`config.mk`:
```
export PLATFORM = sky130hd
export DESIGN_NAME = nibble_pack_fsm
export DESIGN_NICKNAME = d
export VERILOG_FILES = /design/src/rtl/nib_pkg.sv /design/src/rtl/nibble_pack_fsm.sv
export SDC_FILE = /design/constraint.sdc
export NUM_CORES = 1
export LEC_CHECK = 0
export ABC_AREA = 1
export BUFFER_PORTS_ARGS = -buffer_cell sky130_fd_sc_hd__clkbuf_2
export CAP_MARGIN = 15
export CORE_MARGIN = 2
export CORE_UTILIZATION = 55
export CTS_CLUSTER_DIAMETER = 200
export DETAILED_ROUTE_END_ITERATION = 6
export MAX_ROUTING_LAYER = met4
export PLACE_DENSITY = 0.77
export REMOVE_ABC_BUFFERS = 1
export SETUP_SLACK_MARGIN = 0.3
export SLEW_MARGIN = 20
export SYNTH_ARGS = -nofsm -noshare
export SYNTH_HDL_FRONTEND = slang
export SYNTH_SLANG_ARGS = --single-unit
```
`constraint.sdc`:
```
create_clock -name clk -period 4.6 [get_ports clk]
set_input_delay 0.69 -clock clk [delete_from_list [all_inputs] [get_ports clk]]
set_output_delay 0.69 -clock clk [all_outputs]
set_load 0.02 [all_outputs]
```
`src/rtl/nib_pkg.sv`:
```
// Shared types for the nibble packer: nibble/byte payload types and FSM states.
package nib_pkg;

  typedef logic [3:0] nib_t;
  typedef logic [7:0] byte_t;

  // 2'd0 is deliberately unused so a stuck-at-zero state register is visibly illegal
  typedef enum logic [1:0] {
    ST_LO   = 2'd1,
    ST_HI   = 2'd2,
    ST_FULL = 2'd3
  } pack_state_t;

endpackage

```
`src/rtl/nibble_pack_fsm.sv`:
```
// Nibble-to-byte packer: pairs nibbles (low first) into bytes, frames them into
// NUM_BYTES-byte packets and optionally reports a running additive checksum.
module nibble_pack_fsm
  import nib_pkg::*;
#(
  parameter int NUM_BYTES = 4,
  parameter bit CHK_EN    = 1'b1
) (
  input  logic  clk,
  input  logic  rst_n,
  input  logic  in_valid,
  output logic  in_ready,
  input  nib_t  in_data,
  output logic  out_valid,
  input  logic  out_ready,
  output byte_t out_data,
  output logic  out_last,
  output byte_t out_chk
);

  localparam int CNT_W = (NUM_BYTES > 1) ? $clog2(NUM_BYTES) : 1;

  typedef logic [CNT_W-1:0] cnt_t;
  // Narrow sum_t only sizes the held low nibble; the checksum block shadows it
  typedef logic [3:0] sum_t;

  pack_state_t state, state_nxt;
  sum_t        lo_q;
  cnt_t        cnt_q;
  logic        take_lo, take_hi, xfer;
  byte_t       byte_nxt;
  logic        last_nxt;

  assign byte_nxt = {in_data, lo_q};
  assign last_nxt = (cnt_q == cnt_t'(NUM_BYTES - 1));

  // State register; an illegal encoding falls back to ST_LO through state_nxt
  always_ff @(posedge clk) begin
    if (!rst_n) state <= ST_LO;
    else        state <= state_nxt;
  end

  // Next-state and handshake decode; in_ready is forced low while in reset
  always_comb begin
    state_nxt = state;
    in_ready  = 1'b0;
    take_lo   = 1'b0;
    take_hi   = 1'b0;
    xfer      = 1'b0;
    case (state)
      ST_LO: begin
        in_ready = rst_n;
        if (in_valid) begin
          take_lo   = 1'b1;
          state_nxt = ST_HI;
        end
      end
      ST_HI: begin
        in_ready = rst_n;
        if (in_valid) begin
          take_hi   = 1'b1;
          state_nxt = ST_FULL;
        end
      end
      ST_FULL: begin
        if (out_ready) begin
          xfer      = 1'b1;
          state_nxt = ST_LO;
        end
      end
      default: state_nxt = ST_LO;
    endcase
  end

  // Datapath: nibble latch, output byte register, and packet byte counter
  always_ff @(posedge clk) begin
    if (!rst_n) begin
      lo_q      <= '0;
      out_valid <= 1'b0;
      out_data  <= '0;
      out_last  <= 1'b0;
      cnt_q     <= '0;
    end else begin
      if (take_lo) lo_q <= in_data;
      if (take_hi) begin
        out_data  <= byte_nxt;
        out_last  <= last_nxt;
        out_valid <= 1'b1;
      end
      if (xfer) begin
        out_valid <= 1'b0;
        cnt_q     <= out_last ? '0 : cnt_q + 1'b1;
      end
    end
  end

  if (CHK_EN) begin : g_chk
    typedef logic [7:0] sum_t;
    sum_t acc;
    sum_t chk_q;

    // Running sum of already-transferred bytes; the presented checksum folds in the current byte
    always_ff @(posedge clk) begin
      if (!rst_n) begin
        acc   <= '0;
        chk_q <= '0;
      end else begin
        if (take_hi) chk_q <= acc + byte_nxt;
        if (xfer)    acc   <= out_last ? '0 : acc + out_data;
      end
    end

    assign out_chk = chk_q;
  end else begin : g_no_chk
    assign out_chk = 8'h00;
  end

endmodule

```
==> out/results.txt <==
Fraction of layout cells with a size suffix above 1 - 14.67%
CP startpoint - rst_n
Post-layout util - 64.36%
Ys async rst share - 0%
Ys flop type - dfxtp_1
Post-synthesis cell count - 271
Max-slew violation count - 0
WL final - 4.012 mm
Post-Syn Area per Cell - 7.193 µm²
Post-CTS Setup Bufs - 0
Number of remaining DRC errors - 0
PostCTS Resize Cnt - 0
MaxCap Viol Count - 0
Register area share after synthesis - 34.92%
Hold Vio Cnt, Final - 0
Clk_lat worst skew - 0.33 ns
Starting density of the core - 57.96%
TritonCTS Buffers - 5
Fin area - 0.002165 mm²
Hold path startpoint - g_chk.acc[6]
Post-route ant nets - 0
Crit-path slowest cell - clkbuf_2
Crit end category - output port
Routed vias/inst - 5.043
Pwr dens - 376.4 mW/mm²
N_diodes - 0
Switching power total - 0.3082 mW
Top-area cell type share of the netlist area - 34.92%
Register area - 680.7 µm²
Total number of vias - 1,745
Post-Place Cell Area - 0.002105 mm²
Sum Neg Setup Slack - 0 ns
Outcome - completed
Vias in the first global route - 1,639
Total Power - 0.8147 mW
Largest net degree at the start of global routing - 25
Worst-path maximum fanout - 20
Critical Path Start Type - input port
Drt wl/cell - 11.60 µm
Gr ovfl total - 0
TritonRoute pass-1 iters - 4
Fin Clk Skew - 0.004389 ns
I/O pins - 27
Post-Synthesis Cell Area - 0.001949 mm²
Clock Power Share - 21.2%
Initial DRC Count - 82
Tmin final - 2.150 ns
CP cell instances - clkbuf_2 > inv_2 > nor2_1 > clkbuf_2
Post-synth top cells - nand2_1 (57), nor2_1 (45), inv_1 (36), dfxtp_1 (34), ha_1 (18)
Max incr delay on CP - 0.28 ns
RSZ-0062 raised after global routing - no
Pint - 0.5064 mW
Maximum vdd drop - 0.3579 mV
Place WS - 2.459 ns
Htree depth - 2
First-pass GRT wire length - 7.107 mm
Worst-Margin Slew - 0.4098 ns
Top cell by count, worst path - clkbuf_2
Critical Path AT - 1.46 ns
Port bufs - 26
Period utilization - 46.74%
Count leader, synth - nand2_1
FF-to-FF Start - state[0]
Die area - 0.004037 mm²
Post-synth EDFFs - 0
P_leak - 1.186 nW
Routability cong. - 0.8875
YS warnings - 0
Worst EP required - 3.91 ns
Sw frac - 37.83%
Number of clock sinks - 34
Setup WS post-layout - 2.450 ns
Rel. slew slack - 72.64%
Global Route Usage Sum - 22.66%
Critical path type - input port to output port
Crit path buf inv count - 3
TritonCTS clock tree - done
Cell taking the most area after synthesis - dfxtp_1
Nets - 327
FMAX - 465.1 MHz
Worst Hold Class - register to register
Cts-stage hold buffer count - 0
Syn-to-layout area delta - 11.04%
Clk slew on worst S/H paths - 0.10 ns
Synth cell types - 28
Synthesized flop and latch total - 34
FP Rows - 21
Die width - 63.54 µm
Ranking of synthesized cells by area - dfxtp_1 (35%), ha_1 (12%), nand2_1 (11%)
Root Buffer - clkbuf_4
Die height - 63.54 µm
Initial antenna violation count - 0
Setup Viol. Count Final - 0
Core box area - 0.003363 mm²
Multi-input logic area - 0.001086 mm²
Fill cells - 345
Dpl hpwl - 3.061 mm
CTS max path bufs - 2
Comb pwr share - 32.9%
Reg power frac - 45.9%
Crit-path leading delay family - buffers and inverters
cell usage in the layout, fill, tap and decap left out:
cell | netlist | routed
o21ai_2 | 2 | 2
nor2_8 | 1 | 1
dfxtp_1 | 34 | 34
ha_1 | 18 | 18
nand3_1 | 16 | 16
a32o_1 | 1 | 1
xnor2_1 | 3 | 3
o211ai_1 | 1 | 1
clkbuf_8 | 0 | 1
nand3_2 | 2 | 2
a22o_1 | 2 | 2
clkbuf_1 | 1 | 1
nor2_2 | 1 | 1
nor2_4 | 1 | 1
nand2_1 | 57 | 57
clkinv_2 | 0 | 1
inv_2 | 4 | 4
nand4_1 | 5 | 5
a21oi_1 | 10 | 10
fa_1 | 2 | 2
clkbuf_4 | 0 | 5
inv_1 | 36 | 36
a211oi_1 | 1 | 1
o21ai_0 | 16 | 16
clkbuf_2 | 0 | 26
o21ai_1 | 4 | 4
nor2_1 | 45 | 45
o22ai_1 | 1 | 1
xor2_1 | 3 | 3
per-stage QoR:
step / std cells / hold slack [ns]
final: 346 / 0.4938
after global placement: 338 / 0.4645
after detailed placement: 338 / 0.4740
after CTS: 346 / 0.4932
after floorplan: 266 / 0.4425
after global routing: 346 / 0.5001
worst paths after layout:
kind,to,slack [ns],depth (start not counted)
setup / recovery,in_ready,2.45,4
hold / removal,g_chk.acc[6],0.49,2
setup reg to reg,out_chk[4],2.94,8
hold reg to reg,g_chk.acc[6],0.49,2
flip-flops by register name, summed over array words and instances (netlist names):
register and count:
out_last 1, g_chk.acc 8, state 2, lo_q 4, out_data 8, out_chk 8
out_valid 1, cnt_q 2
tightest hold or removal path, cell delays in order, from the launching register on:
cell and delay [ns]:
dfxtp_1 0.35, nand2_1 0.07, nand2_1 0.04
per-layer routing:
layer / vias up / track usage, % / wire [µm]
met5: - / - / 0
met3: 7 / 4.821 / 148
li1: 924 / - / -
met1: 786 / 28.97 / 1967
met2: 28 / 36.97 / 1852
met4: 0 / 4.891 / 44
layout make-up:
cell class / count / area share [%]
multi-input cells: 192 / 50.17
flip-flops and latches: 34 / 31.45
inverters: 40 / 6.936
repair buffers: 26 / 6.012
well taps: 46 / 2.659
clock buffers: 7 / 2.543
clock inverters: 1 / 0.2312
cell families after synthesis:
group	synth area share [%]
AO/OA/AOI/OAI	11.11
XOR/XNOR	2.696
adder cells (fa/ha/maj)	13.61
buffers and inverters	9.371
flip-flops	34.92
AND/OR/NAND/NOR	28.31
power by group through the flow:
| stage | logic, mW | clock network, mW | registers [mW] |
|---|---|---|---|
| 3_3_place_gp | 0.263 | 0 | 0.379 |
| 2_1_floorplan | 0.174 | 0 | 0.399 |
| 3_5_place_dp | 0.268 | 0 | 0.380 |
| 4_1_cts | 0.270 | 0.178 | 0.374 |
| 6_report | 0.268 | 0.173 | 0.374 |
| 5_1_grt | 0.305 | 0.192 | 0.380 |
(Power assumes the default switching activity.)
